===== src/rtl/writeback_queue_pkg.sv =====
// Shared constants for the write-back queue: datapath width, register file size, default depth.
package writeback_queue_pkg;
   localparam int WORD_SIZE = 16;
   localparam int REG_SIZE  = 4;
   localparam int WBQ_DEPTH = 4;
   localparam int REG_IDX_W = $clog2(REG_SIZE);

   typedef logic [REG_IDX_W-1:0] reg_idx_t;
endpackage


===== src/rtl/writeback_queue_if.sv =====
// Producer, register-file write port and forwarding-query bundle of the write-back queue.
interface writeback_queue_if #(
   parameter int WORD_SIZE = writeback_queue_pkg::WORD_SIZE,
   parameter int DEPTH     = writeback_queue_pkg::WBQ_DEPTH
);
   import writeback_queue_pkg::*;
   localparam int CNT_W = $clog2(DEPTH) + 1;

   logic                 enqValid;
   reg_idx_t             enqReg;
   logic [WORD_SIZE-1:0] enqData;
   logic                 enqReady;
   logic                 drainEn;
   logic                 RegWrite;
   reg_idx_t             writeReg;
   logic [WORD_SIZE-1:0] writeData;
   reg_idx_t             lookupReg1;
   reg_idx_t             lookupReg2;
   logic                 fwdHit1;
   logic                 fwdHit2;
   logic [WORD_SIZE-1:0] fwdData1;
   logic [WORD_SIZE-1:0] fwdData2;
   logic [CNT_W-1:0]     count;

   modport master (
      output enqValid, enqReg, enqData, drainEn, lookupReg1, lookupReg2,
      input  enqReady, RegWrite, writeReg, writeData,
      input  fwdHit1, fwdHit2, fwdData1, fwdData2, count
   );

   modport slave (
      input  enqValid, enqReg, enqData, drainEn, lookupReg1, lookupReg2,
      output enqReady, RegWrite, writeReg, writeData,
      output fwdHit1, fwdHit2, fwdData1, fwdData2, count
   );
endinterface


===== src/rtl/wbq_fwd_lookup.sv =====
// Youngest-match search over the occupied queue entries; purely combinational, no backpressure.
module wbq_fwd_lookup #(
   parameter int WORD_SIZE = writeback_queue_pkg::WORD_SIZE,
   parameter int DEPTH     = writeback_queue_pkg::WBQ_DEPTH,
   parameter int PTR_W     = $clog2(DEPTH)
) (
   input  writeback_queue_pkg::reg_idx_t query,
   input  writeback_queue_pkg::reg_idx_t ent_reg [DEPTH],
   input  logic [WORD_SIZE-1:0]          ent_dat [DEPTH],
   input  logic [DEPTH-1:0]              ent_vld,
   input  logic [PTR_W-1:0]              head,
   output logic                          hit,
   output logic [WORD_SIZE-1:0]          data
);
   logic [PTR_W-1:0] idx;

   // Walk from oldest to youngest so the last match written wins.
   always_comb begin
      hit  = 1'b0;
      data = '0;
      idx  = '0;
      for (int k = 0; k < DEPTH; k++) begin
         idx = head + PTR_W'(k);
         if (ent_vld[idx] && (ent_reg[idx] == query)) begin
            hit  = 1'b1;
            data = ent_dat[idx];
         end
      end
   end
endmodule


===== src/rtl/writeback_queue.sv =====
// In-order queue of pending register writes with youngest-match forwarding; retire latency >= 1 cycle.
// enqReady drops when all DEPTH entries are occupied; drainEn throttles retirement to the register file.
module writeback_queue #(
   parameter int WORD_SIZE = writeback_queue_pkg::WORD_SIZE,
   parameter int DEPTH     = writeback_queue_pkg::WBQ_DEPTH
) (
   input logic              clk,
   input logic              reset,
   writeback_queue_if.slave bus
);
   import writeback_queue_pkg::*;

   localparam int PTR_W = $clog2(DEPTH);
   localparam int CNT_W = PTR_W + 1;

   logic [PTR_W-1:0]     head;
   logic [PTR_W-1:0]     tail;
   logic [CNT_W-1:0]     cnt;
   reg_idx_t             ent_reg [DEPTH];
   logic [WORD_SIZE-1:0] ent_dat [DEPTH];
   logic [DEPTH-1:0]     ent_vld;
   logic [PTR_W-1:0]     age;
   logic                 full;
   logic                 empty;
   logic                 push;
   logic                 pop;

   assign full  = (cnt == CNT_W'(DEPTH));
   assign empty = (cnt == '0);
   assign push  = bus.enqValid && !full;
   assign pop   = bus.drainEn && !empty;

   assign bus.enqReady  = !full;
   assign bus.RegWrite  = pop;
   assign bus.writeReg  = empty ? '0 : ent_reg[head];
   assign bus.writeData = empty ? '0 : ent_dat[head];
   assign bus.count     = cnt;

   always_ff @(posedge clk or posedge reset) begin
      if (reset) begin
         head <= '0;
         tail <= '0;
         cnt  <= '0;
         for (int i = 0; i < DEPTH; i++) begin
            ent_reg[i] <= '0;
            ent_dat[i] <= '0;
         end
      end else begin
         if (push) begin
            ent_reg[tail] <= bus.enqReg;
            ent_dat[tail] <= bus.enqData;
            tail          <= tail + PTR_W'(1);
         end
         if (pop) begin
            head <= head + PTR_W'(1);
         end
         case ({push, pop})
            2'b10:   cnt <= cnt + CNT_W'(1);
            2'b01:   cnt <= cnt - CNT_W'(1);
            default: cnt <= cnt;
         endcase
      end
   end

   // An entry is occupied when its distance from head is below the occupancy count.
   always_comb begin
      ent_vld = '0;
      age     = '0;
      for (int i = 0; i < DEPTH; i++) begin
         age        = PTR_W'(i) - head;
         ent_vld[i] = ({1'b0, age} < cnt);
      end
   end

   wbq_fwd_lookup #(.WORD_SIZE(WORD_SIZE), .DEPTH(DEPTH)) u_lookup1 (
      .query   (bus.lookupReg1),
      .ent_reg (ent_reg),
      .ent_dat (ent_dat),
      .ent_vld (ent_vld),
      .head    (head),
      .hit     (bus.fwdHit1),
      .data    (bus.fwdData1)
   );

   wbq_fwd_lookup #(.WORD_SIZE(WORD_SIZE), .DEPTH(DEPTH)) u_lookup2 (
      .query   (bus.lookupReg2),
      .ent_reg (ent_reg),
      .ent_dat (ent_dat),
      .ent_vld (ent_vld),
      .head    (head),
      .hit     (bus.fwdHit2),
      .data    (bus.fwdData2)
   );
endmodule


===== src/flat_wrapper.sv =====
// flat-port wrapper written by rule: the top's interface ports become plain ports
module writeback_queue_flat import writeback_queue_pkg::*;
#(
   parameter int WORD_SIZE = writeback_queue_pkg::WORD_SIZE,
   parameter int DEPTH     = writeback_queue_pkg::WBQ_DEPTH
)
  (clk, reset, bus_enqValid, bus_enqReg, bus_enqData, bus_drainEn, bus_lookupReg1, bus_lookupReg2, bus_enqReady, bus_RegWrite, bus_writeReg, bus_writeData, bus_fwdHit1, bus_fwdHit2, bus_fwdData1, bus_fwdData2, bus_count);
  writeback_queue_if #(.WORD_SIZE(WORD_SIZE), .DEPTH(DEPTH)) bus_i ();
  input logic clk;
  input logic reset;
  input wire logic [$bits(bus_i.enqValid)-1:0] bus_enqValid;
  input wire logic [$bits(bus_i.enqReg)-1:0] bus_enqReg;
  input wire logic [$bits(bus_i.enqData)-1:0] bus_enqData;
  input wire logic [$bits(bus_i.drainEn)-1:0] bus_drainEn;
  input wire logic [$bits(bus_i.lookupReg1)-1:0] bus_lookupReg1;
  input wire logic [$bits(bus_i.lookupReg2)-1:0] bus_lookupReg2;
  output wire logic [$bits(bus_i.enqReady)-1:0] bus_enqReady;
  output wire logic [$bits(bus_i.RegWrite)-1:0] bus_RegWrite;
  output wire logic [$bits(bus_i.writeReg)-1:0] bus_writeReg;
  output wire logic [$bits(bus_i.writeData)-1:0] bus_writeData;
  output wire logic [$bits(bus_i.fwdHit1)-1:0] bus_fwdHit1;
  output wire logic [$bits(bus_i.fwdHit2)-1:0] bus_fwdHit2;
  output wire logic [$bits(bus_i.fwdData1)-1:0] bus_fwdData1;
  output wire logic [$bits(bus_i.fwdData2)-1:0] bus_fwdData2;
  output wire logic [$bits(bus_i.count)-1:0] bus_count;
  assign bus_i.enqValid = bus_enqValid;
  assign bus_i.enqReg = bus_enqReg;
  assign bus_i.enqData = bus_enqData;
  assign bus_i.drainEn = bus_drainEn;
  assign bus_i.lookupReg1 = bus_lookupReg1;
  assign bus_i.lookupReg2 = bus_lookupReg2;
  assign bus_enqReady = bus_i.enqReady;
  assign bus_RegWrite = bus_i.RegWrite;
  assign bus_writeReg = bus_i.writeReg;
  assign bus_writeData = bus_i.writeData;
  assign bus_fwdHit1 = bus_i.fwdHit1;
  assign bus_fwdHit2 = bus_i.fwdHit2;
  assign bus_fwdData1 = bus_i.fwdData1;
  assign bus_fwdData2 = bus_i.fwdData2;
  assign bus_count = bus_i.count;
  writeback_queue #(.WORD_SIZE(WORD_SIZE), .DEPTH(DEPTH)) u_core (.clk(clk), .reset(reset), .bus(bus_i));
endmodule

===== config.mk =====
export PLATFORM = sky130hd
export DESIGN_NAME = writeback_queue_flat
export DESIGN_NICKNAME = d
export VERILOG_FILES = /design/src/rtl/writeback_queue_pkg.sv /design/src/rtl/writeback_queue_if.sv /design/src/rtl/wbq_fwd_lookup.sv /design/src/rtl/writeback_queue.sv /design/src/flat_wrapper.sv
export SDC_FILE = /design/constraint.sdc
export NUM_CORES = 1
export LEC_CHECK = 0
export CAP_MARGIN = 0
export CORE_MARGIN = 2
export CORE_UTILIZATION = 64
export DETAILED_ROUTE_END_ITERATION = 10
export HOLD_SLACK_MARGIN = 0.15
export PLACE_DENSITY = 0.88
export RECOVER_POWER = 25
export SLEW_MARGIN = 20
export SYNTH_ARGS = -nofsm -noshare
export SYNTH_HDL_FRONTEND = slang
export SYNTH_HIERARCHICAL = 1
export SYNTH_SLANG_ARGS = --single-unit
export TNS_END_PERCENT = 50

===== constraint.sdc =====
create_clock -name clk -period 10.4 [get_ports clk]
set_input_delay 1.04 -clock clk [delete_from_list [all_inputs] [get_ports clk]]
set_output_delay 1.04 -clock clk [all_outputs]
set_load 0.02 [all_outputs]

**Word-level counts from Yosys, hierarchy flattened**

Index checks and enable logic that the tools add are counted.

- Flip-flop bits (word level): 79
- Input bits: 26
- Output and inout port bits: 57

- $add $sub $neg: 10
- Magnitude comparators: 14
- Equality and inequality tests: 11
- Mux-type cells: 57
- Bitwise gates (word level): 5
- Reductions and logical operators: 15

Operators with widths:

| operator | count |
|---|---|
| 16-bit 2-to-1 mux | 18 |
| 16-bit binary-select mux with 2-bit select | 4 |
| 64-bit bitwise mux | 1 |
| 16-bit demux with 2-bit select | 1 |
| 2-bit 2-to-1 mux | 10 |
| 2-bit binary-select mux with 2-bit select | 4 |
| 2-bit equality test | 8 |
| 3-bit greater-or-equal comparator (second input constant) | 5 |
| 2-bit inverter with 3-bit output | 5 |
| 2-bit by 3-bit < comparator with 1-bit output | 4 |
| 2-bit by 3-bit < comparator with 1-bit output (second input constant) | 4 |
| 1-bit 2-to-1 mux | 12 |
| 1-bit logical AND | 11 |
| 1-bit binary-select mux with 2-bit select | 4 |
| 8-bit bitwise mux | 1 |
| 3-bit case mux with 2 select lines | 1 |
| 2-bit by 1-bit adder with 2-bit output (second input constant) | 2 |
| 2-bit adder (second input constant) | 2 |
| 2-bit demux with 2-bit select | 1 |
| 1-bit by 2-bit subtractor with 2-bit output (first input constant) | 2 |
| 2-bit subtractor (first input constant) | 2 |
| 3-bit by 1-bit adder with 3-bit output (second input constant) | 1 |
| 3-bit equality test (second input constant) | 1 |
| 3-bit logical NOT | 1 |
| 6 further kinds | 7 |

**Depth between registers and ports, before layout**

Gate-level depths: netlist (run 1).

- Depth after elaboration: 10
- Gate-level depth with buffers: 14
- Mapped depth without buffers: 11

**Cells and area by module**

The synthesis (run 1) kept the hierarchy.

By module, submodules not included:

| module | instances | cells an instance | area an instance (µm²) | sequential area each (µm²) |
|---|---|---|---|---|
| wbq_fwd_lookup | 2 | 326 | 2210.9 | 0.0 |
| writeback_queue | 1 | 252 | 3975.1 | 1976.9 |

**Worst setup path after synthesis (run 1)**

No wires, ideal clock.

- Path kind: reg-to-output
- Start: reg u_core.head[0]
- End: out bus_fwdData1[10]
- Data arrival time: 3.362 ns
- Slack: 5.998 ns
- Cell stages (with the launch flop): 15
- Path buffers: 3
- Cells stage by stage: dfrtp_1 clkbuf_1 buf_2 xnor2_1 inv_1 ha_1 a21oi_1 or2_2 inv_1 o32ai_1 nand3_1 a211oi_4 buf_6 o211ai_1 a2bb2oi_1

RTL lines:

| what | RTL line | source |
|---|---|---|
| start: declaration | writeback_queue.sv:16 | `logic [PTR_W-1:0] head;` |
| start signal: assignment | writeback_queue.sv:55 | `head <= head + PTR_W'(1);` |
| 1-bit by 2-bit subtractor with 2-bit output (*) | writeback_queue.sv:70 | `age = PTR_W'(i) - head;` |
| 2-bit by 3-bit < comparator with 1-bit output (*) | writeback_queue.sv:71 | `ent_vld[i] = ({1'b0, age} < cnt);` |
| net u_core.ent_vld[0] | writeback_queue.sv:21 | `logic [DEPTH-1:0] ent_vld;` |
| 1-bit binary-select mux with 2-bit select | wbq_fwd_lookup.sv:24 | `if (ent_vld[idx] && (ent_reg[idx] == query)) begin` |
| 1-bit 2-to-1 mux (not written as such) | wbq_fwd_lookup.sv:24 |  |
| 1-bit logical AND | wbq_fwd_lookup.sv:24 |  |
| 16-bit 2-to-1 mux (3 in a row) | wbq_fwd_lookup.sv:24 |  |
| 16-bit 2-to-1 mux (*) | wbq_fwd_lookup.sv:24 |  |
| end: declaration | flat_wrapper.sv:23 | `output wire logic [$bits(bus_i.fwdData1)-1:0] bus_fwdData1;` |

Mark *: on every way through the listed nets, which the timed path passes. The rest lies on a longest branch. The select of a mux whose other input is x is not followed.

**Worst setup path after layout (run 1)**

- Start: reg u_core.head[0]
- End: out bus_fwdData2[13]

RTL lines:

| what | RTL line | source |
|---|---|---|
| 1-bit by 2-bit subtractor with 2-bit output (*) | writeback_queue.sv:70 |  |
| 2-bit by 3-bit < comparator with 1-bit output (*) | writeback_queue.sv:71 |  |
| net u_core.ent_vld[0] | writeback_queue.sv:21 |  |
| 1-bit binary-select mux with 2-bit select | wbq_fwd_lookup.sv:24 |  |
| 1-bit 2-to-1 mux (not written as such) | wbq_fwd_lookup.sv:24 |  |
| 1-bit logical AND | wbq_fwd_lookup.sv:24 |  |
| 16-bit 2-to-1 mux (3 in a row) | wbq_fwd_lookup.sv:24 |  |
| 16-bit 2-to-1 mux (*) | wbq_fwd_lookup.sv:24 |  |
| end: declaration | flat_wrapper.sv:24 | `output wire logic [$bits(bus_i.fwdData2)-1:0] bus_fwdData2;` |

Marked as above.

==> impl_metrics.csv, run 1 <==
group,metric,value,unit
setup_path,crit_fanout,64,
yosys,synth_edf_count,0,
setup_path,path_buf_inv,3,
yosys,yosys_warnings,6,
clocking,clk_path_buf_depth,2,
routing,wl,21800,um
global_route,grt_overflow,0,
yosys,synth.most_common_cell,"nor2b_1",
routing,ant_nets,0,
clocking,clkSinkCount,79,
yosys,synth_top_cell_area_share,23.5,%
timing,period_needed,6.43,ns
clocking,clk_pin_slew,0.06,ns
routing,drtPass1Iterations,5,
worst_hold_path,hold_path_depth,1,
floorplanning,ios,83,
yosys,netlist_instances,904,
clocking,hold_buffers,0,
yosys,synth-seq-area-share,23.5,%
yosys,synth-compound-area-share,22.2,%
timing,final_max_slew_viol_count,86,
layout,num-nets-final,964,
placement,dp_hpwl,14000,um
setup_path,crit_arrival,5.39,ns
placement,io_buffer_count,82,
setup_path,rr_endpoint,"u_core/bus.count[2]$_DFFE_PP0P_",
routing,drc,0,
layout,fillCellCount,987,
yosys,synth_mux_area_share,25.5,%
clocking,cts_resized,0,
layout,area_growth_syn_to_layout,10.5,%
yosys,avgSynthCellArea,9.29,um2
flow_run,cap_violations,5,
global_route,antenna_found_initial,0,
yosys,synth_commonest_cells,"83 x nor2b_1, 80 x nand2_1, 79 x dfrtp_1, 68 x a21oi_1",
clocking,clkLatencyLatePin,0.35,ns
yosys,syn-num-nets,940,
clocking,h-tree-depth,3,
yosys,synthDistinctLibCells,43,
global_route,grt_pass1_wl,34800,um
routing,drt_iter0_markers,764,
clocking,cts_root_buf,"clkbuf_16",
layout,largest_register_ffs,64,
timing,setup_viol,0,
yosys,synthTopCellsByArea,"dfrtp_1 24%, mux2_2 8.7%, mux2_4 7.2%",
yosys,synth_ff_type,"dfrtp_1",
floorplanning,die_y,119,um
setup_path,ff2ff_setup_slack,6.60,ns
yosys,yosysTopAreaCell,"dfrtp_1",
yosys,yosys.area_share.simple,17.9,%
yosys,synth-xor-area-share,2.40,%
layout,stdcell_count,1105,
worst_hold_path,holdPathEnd,"u_core/tail[0]$_DFFE_PP0P_",
timing,max_freq,156,MHz
timing,worst_pin_slew,1.69,ns
timing,setup_tns,0,ns
setup_path,required,9.36,ns
yosys,ys_ff_latch,79,
yosys,synth_area,8400,um2
setup_path,slowest_delay,1.11,ns
run_status,violations,"capacitance limit, slew limit",
setup_path,rr_worst_depth,9,
worst_hold_path,min_from,"u_core/tail[0]$_DFFE_PP0P_",
setup_path,worstSetupStartpointType,"register",
floorplanning,coreArea,12700,um2
routing,vias_per_cell,6.58,
yosys,synthArstFlopShare,100,%
floorplanning,initial_core_util,66.0,%
global_route,grt_pass1_vias,6646,
run_status,status,"finished with violations",
layout,num_antenna_cells,0,
setup_path,worstSetupPathType,"reg2out",
placement,gp_congestion,0.891,
global_route,grt_max_degree,112,
timing,rsz0062_at_grt,"false",
floorplanning,die_w,119,um
placement,dp.cells,1089,
setup_path,r2r_start,"u_core/bus.count[0]$_DFFE_PP0P_",
timing,max_slew_margin,-12.9,%
layout,drive_gt1_share,18.4,%
setup_path,crit_slowest_cell,"o211ai_2",
floorplanning,dieArea,14100,um2
clocking,post_cts_buffers,0,
setup_path,path_delay_family,"compound AO/OA/AOI/OAI gates",
floorplanning,fp-row-count,41,
yosys,synth_top_family_by_area,"multiplexers",
routing,num_vias,7272,
timing,period_share,61.8,%
timing,final_hold_viol_count,0,
global_route,grt_usage,30.8,%
clocking,cts_tree,"yes",
timing,fin_skew,0.00691,ns
routing,detail_route.wl_per_cell,19.8,um
yosys,synth_adder_area_share,1.58,%
clocking,numCtsBuffers,9,
setup_path,critPathCaptureType,"output port",
worst_hold_path,hp-class,"reg2reg",
setup_path,worstPathCellList,"xnor2_1, inv_1, ha_1, a21oi_1, or2_2, inv_1, o32ai_1, nand2_1, o211ai_2, a21oi_1, a2bb2oi_1, clkdlybuf4s50_1",
## cells by family after synthesis
family | count (synthesis)
AOI/OAI and AO/OA | 246
xor gates and xnor gates | 23
adders and majority gates | 10
buffers and inverters | 96
DFF | 79
muxes | 163
and+or+nand+nor | 287
## how the worst max path moves through the flow
stage | cells after the start | from | to
final | 12 | u_core/head[0]$_DFFE_PP0P_ | bus_fwdData2[13]
after global routing | 12 | u_core/head[0]$_DFFE_PP0P_ | bus_fwdData2[11]
after CTS | 12 | u_core/head[0]$_DFFE_PP0P_ | bus_fwdData2[13]
after detailed placement | 8 | bus_lookupReg2[0] | bus_fwdData2[13]
after global placement | 8 | bus_lookupReg2[0] | bus_fwdData2[12]
after floorplan | 14 | u_core/head[0]$_DFFE_PP0P_ | bus_fwdData1[10]
## metrics by stage
stage                     cell area (um2)  hold slack [ns]  worst slack [ns]  util (%)
after detailed placement             9000            0.547              4.54      70.8
after global placement               9000            0.530              4.58      70.8
after CTS                            9330            0.559              4.14      73.3
after floorplan                      8400            0.498              6.00         -
after global routing                 9280            0.584              3.68      73.0
final                                9280            0.549              3.97      73.0
## metal layers
layer / routed length, um / vias to the layer above / global-route usage [%]
li1: - / 3403 / -
met1: 9710 / 3485 / 42.7
met2: 9890 / 329 / 46.9
met3: 1590 / 55 / 6.52
met4: 632 / 0 / 12.6
met5: 0 / - / 0
## cell type report
cell class	instances	area (um2)	area share, %
Multi-Input combinational cell	729	5810	62.6
Inverter	18	67.6	0.728
Timing Repair Buffer	91	877	9.45
Sequential cell	79	1980	21.4
Clock inverter	3	65.1	0.701
Clock buffer	13	260	2.80
Tap cell	172	215	2.32
## placed cells by master (no fill, tap or decap), types with 4 or more instances in the layout
| cell type | instances |
|---|---|
| a211oi_1 | 12 |
| a211oi_2 | 20 |
| a21oi_1 | 68 |
| a2bb2oi_1 | 32 |
| and2_1 | 32 |
| and3_1 | 8 |
| clkbuf_1 | 7 |
| clkbuf_16 | 9 |
| clkdlybuf4s50_1 | 80 |
| dfrtp_1 | 77 |
| ha_1 | 9 |
| inv_1 | 16 |
| mux2_1 | 8 |
| mux2_2 | 65 |
| mux2_4 | 32 |
| mux2i_1 | 40 |
| mux4_2 | 18 |
| nand2_1 | 80 |
| nand3_1 | 8 |
| nor2b_1 | 83 |
| nor3_1 | 65 |
| o211ai_1 | 32 |
| o211ai_2 | 4 |
| o21ai_0 | 33 |
| o31a_1 | 32 |
| o32ai_2 | 4 |
| xnor2_1 | 6 |
| xor2_1 | 17 |
Power of run 1 is not shown: default switching activity piles up to over one toggle a cycle in this logic, so the estimate is an artifact.
==> inputs of run 2 (changes only) <==
- CORE_UTILIZATION: 64 -> 59
- PLACE_DENSITY: 0.88 -> 0.82
- clock period: 10.4 -> 6.1 ns (I/O delays scaled with it)
==> run 2 against run 1 <==
Against the previous run: the run now ends clean; sequential share of layout area decreased by 0.21 points; register-to-register slack got worse by 2.8 ns; global-route usage decreased by 1.3 points; non-clock buffer count increased by 6; setup slack got worse by 3.1 ns; design area increased by 0.98%; cell count increased by 1.3%; clock-buffer cell count decreased by 1; die area increased by 8.2%; core utilization decreased by 5.4 points; first-iteration DRC count decreased by 19%; critical path depth decreased by 5; critical path type unchanged; critical endpoint is now bus_fwdData1[12]; largest cell class unchanged.
==> impl_metrics.csv, run 2 (synthesis results as in run 1) <==
group,metric,value,unit
run_status,status,"finished clean",
floorplanning,die_y,123,um
placement,dp_hpwl,13800,um
placement,io_buffer_count,82,
setup_path,crit_slowest_cell,"a211oi_4",
clocking,cts_tree,"yes",
setup_path,worstSetupStartpointType,"register",
global_route,antenna_found_initial,0,
setup_path,worstSetupPathType,"reg2out",
clocking,hold_buffers,0,
setup_path,r2r_start,"u_core/bus.count[2]$_DFFE_PP0P_",
clocking,clkLatencyLatePin,0.35,ns
timing,setup_tns,0,ns
worst_hold_path,holdPathEnd,"u_core/tail[0]$_DFFE_PP0P_",
placement,gp_congestion,0.818,
clocking,post_cts_buffers,0,
clocking,clk_pin_slew,0.06,ns
layout,area_growth_syn_to_layout,11.6,%
layout,mostFrequentLayoutCell,"nor2b_1",
setup_path,slowest_delay,0.77,ns
setup_path,rr_worst_depth,9,
layout,num_antenna_cells,0,
layout,largest_register_ffs,64,
setup_path,crit_arrival,4.60,ns
timing,fin_skew,0.00559,ns
routing,ant_nets,0,
setup_path,required,5.49,ns
floorplanning,initial_core_util,60.5,%
setup_path,crit_fanout,90,
floorplanning,fp-row-count,43,
routing,vias_per_cell,6.38,
flow_run,cap_violations,0,
timing,period_needed,5.21,ns
setup_path,critPathCaptureType,"output port",
routing,num_vias,7138,
floorplanning,dieArea,15200,um2
routing,drc,0,
clocking,numCtsBuffers,9,
global_route,grt_pass1_wl,35000,um
layout,drive_gt1_share,20.7,%
global_route,grt_usage,29.5,%
setup_path,rr_endpoint,"u_core/bus.count[2]$_DFFE_PP0P_",
global_route,grt_pass1_vias,6761,
floorplanning,coreArea,13900,um2
worst_hold_path,hp-class,"reg2reg",
worst_hold_path,hold_path_depth,1,
floorplanning,ios,83,
timing,max_freq,192,MHz
floorplanning,die_w,123,um
timing,worst_pin_slew,1.11,ns
setup_path,ff2ff_setup_slack,3.80,ns
clocking,h-tree-depth,3,
setup_path,worstPathCellList,"buf_4, inv_2, and3_1, a211oi_4, o211ai_1, a2bb2oi_1, clkdlybuf4s50_1",
clocking,clkSinkCount,79,
layout,layout_common_cells,"83 x nor2b_1, 81 x clkdlybuf4s50_1, 80 x nand2_1",
timing,period_share,85.5,%
routing,drtPass1Iterations,7,
timing,max_slew_margin,26.2,%
clocking,cts_resized,0,
timing,setup_viol,0,
global_route,grt_max_degree,101,
timing,final_max_slew_viol_count,0,
timing,rsz0062_at_grt,"false",
clocking,clk_path_buf_depth,2,
layout,num-nets-final,970,
clocking,cts_root_buf,"clkbuf_16",
worst_hold_path,min_from,"u_core/tail[0]$_DFFE_PP0P_",
global_route,grt_overflow,0,
routing,drt_iter0_markers,616,
routing,detail_route.wl_per_cell,19.6,um
timing,final_hold_viol_count,0,
routing,wl,21900,um
==> run 2: cell count changes in the layout (fill, tap and decap cells not counted), sizes merged <==
cell	change
buf	+11
clkbuf	-6
clkinvlp	+3
bufinv	-1
clkdlybuf4s50	+1
dlygate4sd3	-1
inv	-1
==> run 2: per-stage QoR <==
stage / utilization (%) / hold WS (ns) / area (um2) / instances / worst slack, ns
finish: 67.5 / 0.545 / 9370 / 1119 / 0.887
detailed placement: 65.3 / 0.536 / 9060 / 1103 / 1.37
global route: 67.5 / 0.595 / 9370 / 1119 / 0.651
floorplan: - / 0.498 / 8400 / 904 / 2.13
CTS: 67.5 / 0.548 / 9370 / 1119 / 0.963
global placement: 65.3 / 0.527 / 9060 / 1103 / 1.44
==> run 2: worst max-delay path by stage <==
stage	start	slack, ns	end	cells after the start
global route	u_core/head[0]$_DFFE_PP0P_	0.65	bus_fwdData2[4]	12
detailed placement	u_core/head[0]$_DFFE_PP0P_	1.37	bus_fwdData1[12]	13
CTS	u_core/head[0]$_DFFE_PP0P_	0.96	bus_fwdData1[12]	13
floorplan	u_core/head[0]$_DFFE_PP0P_	2.13	bus_fwdData1[10]	14
finish	u_core/head[0]$_DFFE_PP0P_	0.89	bus_fwdData1[12]	7
global placement	u_core/head[0]$_DFFE_PP0P_	1.44	bus_fwdData1[12]	7
==> run 2: metal layers <==
layer  share of wire [%]  GRT usage (%)
met4                 2.2           12.0
met1                  45           41.2
met5                   0              0
met3                 5.9           3.60
met2                  47           46.5
==> run 2: layout make-up <==
cell class / instances / area [um2]
multi-input combinational: 729 / 5850
fill: 1135 / 4510
sequential: 79 / 1980
timing repair buffer: 97 / 937
clock buffer: 12 / 256
tap: 180 / 225
inverter: 18 / 68.8
clock inverter: 4 / 53.8
==> run 2: critical path: cells and delay by family (launching register included) <==
kind	cells	cell delay, ns
compound gates	3	1.26
simple gates	1	0.32
flops	1	0.70
buf+inv	3	1.90
Power of run 2 is left out for the same reason.
==> inputs of run 3 (changes only) <==
- HOLD_SLACK_MARGIN: 0.15 -> unset
==> results of run 3 <==
Final layout, timing and power as in run 2 (identical DEF).
Power of run 3 is left out for the same reason.
==> RTL change 1, RTL diff (flow settings as in run 3) <==
Set the package constant `WORD_SIZE` to 32 (it was 16).
--- a/src/rtl/writeback_queue_pkg.sv
+++ b/src/rtl/writeback_queue_pkg.sv
@@ -2,3 +2,3 @@
 package writeback_queue_pkg;
-   localparam int WORD_SIZE = 16;
+   localparam int WORD_SIZE = 32;
    localparam int REG_SIZE  = 4;
Interface: changed (resized bus_enqData, bus_fwdData1, bus_fwdData2 and bus_writeData); port bits go from 83 to 147. No check against the original RTL was run, so the function may have changed too.
==> RTL change 1 against run 3 <==
  * The flow now finishes with violations (capacitance limit, slew limit)
  * Register-to-register slack got worse by 1.4 ns
  * Worst setup slack got worse by 0.31 ns
  * Sequential cell count is 64 higher
  * Synthesized cell count grew 79%
  * Sequential share of layout area shrank 0.72 points
  * Final area grew 87%
  * Area after synthesis is 90% higher
  * Via count is 100% higher
  * Routed wire length rose by 120%
  * Critical path depth increased by 2
  * Hold slack worse by 0.011 ns
  * Critical path type unchanged
  * Largest cell class unchanged
Power is not shown: default switching activity piles up to over one toggle a cycle in this logic, so the estimate is an artifact.
==> RTL change 1: results <==
set metrics [dict create \
    clk_latency_ns 0.43 \
    rr_worst_depth 9 \
    numPortBuffers 146 \
    status "finished with violations" \
    holdCritPathClass "register to register" \
    violations "capacitance limit, slew limit" \
    place_congestion 0.864 \
    slew_viol_final 224 \
    yosys-top-cells-count "248 x a211oi_1, 190 x nor2_1, 147 x mux2_2" \
    antenna_found_initial 0 \
    firstDrtPassIters 5 \
    place_area_um2 17000 \
    arrival_ns 4.92 \
    final_area_um2 17500 \
    cts_inserted_buffers 17 \
    finalClockSkew_ns 0.00695 \
    num_vias 14500 \
    worstPathMaxFanout 102 \
    holdPathEnd "u_core/tail[0]" \
    timing.rr.end "u_core/bus.count[2]" \
    dpl.hpwl_mm 28.4 \
    track_usage_pct 33.0 \
    n_fill_cell 2092 \
    ys_top_cells_by_area "dfrtp_1 22%, a211oi_1 12%, mux2_4 11%" \
    drive_gt1_share_pct 23.0 \
    grt_max_degree 241 \
    whs_path_depth 1 \
    syn_area_per_cell_um2 9.86 \
    fin_cells 1986 \
    reg2reg_slack_ns 2.44 \
    diodes 0 \
    ys_warn_count 6 \
    path_clk_slew_ns 0.06 \
    drtIter0Drc 1627 \
    cts_root_buf "clkbuf_16" \
    grt_pass1_vias 13700 \
    synth_nets 1673 \
    async_flop_share_pct 100 \
    drv_cap 5 \
    grt_pass1_wl_mm 75.4 \
    cts_max_level 4 \
    worstHoldStart "u_core/tail[0]" \
    worst_pin_slew_ns 3.79 \
    reg2reg_from "u_core/bus.count[0]" \
    wl_mm 48.5 \
    largest_reg_flops 128 \
    crit_start "u_core/head[0]" \
    seq_area_frac_synth_pct 22.4 \
    synth.distinct_cells 47 \
]
## RTL change 1: per-layer routing
metal | wire [µm] | vias to the layer above | global-route usage [%]
li1 | - | 6404 | -
met1 | 19500 | 6986 | 44.2
met2 | 22300 | 933 | 52.7
met3 | 4350 | 191 | 4.82
met4 | 2350 | 0 | 16.3
met5 | 0 | - | 0
## RTL change 1: how the worst max path moves through the flow
stage                     cells past startpoint                  end
final                                         9     bus_fwdData2[17]
after global routing                          9     bus_fwdData2[17]
after CTS                                     9     bus_fwdData2[17]
after detailed placement                      9     bus_fwdData2[17]
after global placement                        9     bus_fwdData2[30]
after floorplan                               1  u_core/bus.count[0]
## RTL change 1: cell families after synthesis
family,synth area share (%)
compound gates,25.9
xor+xnor,2.01
fa+ha+maj,0.830
buf+inv,7.36
flops,22.4
mux,31.5
simple gates,9.96
## RTL change 1: area by class of cell
| cell class | count | share of cell area, % |
|---|---|---|
| tap | 341 | 2.43 |
| multi-input combinational | 1286 | 64.2 |
| timing repair buffer | 170 | 9.52 |
| clock buffer | 19 | 2.53 |
| clock inverter | 11 | 0.542 |
| sequential | 143 | 20.4 |
| inverter | 16 | 0.350 |
## RTL change 1: worst max-delay path: stages (launching register included)
cell and delay, ns:
dfrtp_4 0.52, buf_4 0.84, inv_2 0.52, buf_4 0.47, o2111ai_4 0.27, buf_4 0.36, a211oi_1 0.12, o31ai_1 0.50
o32a_1 0.23, clkdlybuf4s50_1 0.61
## RTL change 1: metrics by stage
stage               hold WS [ns]  setup WS, ns
global placement           0.520          1.21
floorplan                  0.498          1.65
CTS                        0.544         0.699
finish                     0.533         0.574
global route               0.590         0.477
detailed placement         0.532          1.16
==> RTL change 2, RTL diff (settings of run 3) <==
Made on the original files. Reset style: synchronous (`reset`), changed in one clocked block.
--- a/src/rtl/writeback_queue.sv
+++ b/src/rtl/writeback_queue.sv
@@ -38,3 +38,3 @@
 
-   always_ff @(posedge clk or posedge reset) begin
+   always_ff @(posedge clk) begin
       if (reset) begin
Check against the original RTL: differs if reset is asserted again (counterexample within 4 cycles, from zero or initial values and one cycle with reset high); with reset held inactive, the same outputs for 4 cycles.
==> RTL change 2 against run 3 <==
  * Final area down 1.0%
  * Sequential cell count did not move
  * Area after synthesis is 0.39% higher
  * Critical path depth rose by 3
  * Routed wire length rose by 4.6%
  * Critical path type unchanged
  * Worst setup slack better by 0.0063 ns
==> RTL change 2: results <==
set metrics [dict create \
    buffers 92 \
    route.met2.wl_mm 9.75 \
    crit_end "bus_fwdData2[14]" \
    yosys.area.top_type "dfxtp_1" \
    multi_input_gates 830 \
    crit_start "u_core/head[1]" \
    place_congestion 0.889 \
    dp_cells 1200 \
    firstDrtPassIters 5 \
    worst_pin_slew_ns 1.11 \
    status "finished, final reports clean" \
    grt_pass1_wl_mm 36.4 \
    synth.distinct_cells 48 \
    n_fill_cell 1163 \
    worstHoldStart "u_core/tail[1]" \
    wl_mm 22.9 \
    num-nonclk-inverters 19 \
    dpl.hpwl_mm 16.0 \
    clk_share_pct 2.94 \
    final_nets 1067 \
    drtIter0Drc 937 \
    crit_slowest_cell "buf_4" \
    timing.rr.end "u_core/bus.count[2]" \
    holdPathEnd "u_core/tail[1]" \
    finalClockSkew_ns 0.00443 \
]
-- RTL change 2: changes by cell type after synthesis, moves of 8 or more --
cell | run 3 | this run
dfrtp_1 | 79 | 0
nand2b_1 | 1 | 90
clkbuf_1 | 31 | 39
mux2_4 | 40 | 1
mux2_2 | 65 | 32
dfxtp_1 | 0 | 79
mux2i_1 | 40 | 112
-- RTL change 2: power groups by stage --
stage                     sequential [mW]  clock (mW)  combinational, mW
after floorplan                     0.643           0               2.04
after detailed placement            0.708           0               2.70
after global placement              0.704           0               2.67
after global routing                0.715       0.513               2.95
after CTS                           0.698       0.495               2.71
final                               0.706       0.489               2.73
-- RTL change 2: stage by stage --
step | setup WS, ns | util (%) | hold WS, ns | cell area (µm²)
finish | 0.893 | 66.6 | 0.547 | 9280
global route | 0.617 | 66.6 | 0.589 | 9280
CTS | 0.972 | 66.7 | 0.552 | 9300
detailed placement | 1.34 | 64.8 | 0.544 | 9020
global placement | 1.38 | 64.8 | 0.529 | 9020
floorplan | 2.13 | - | 0.481 | 8430
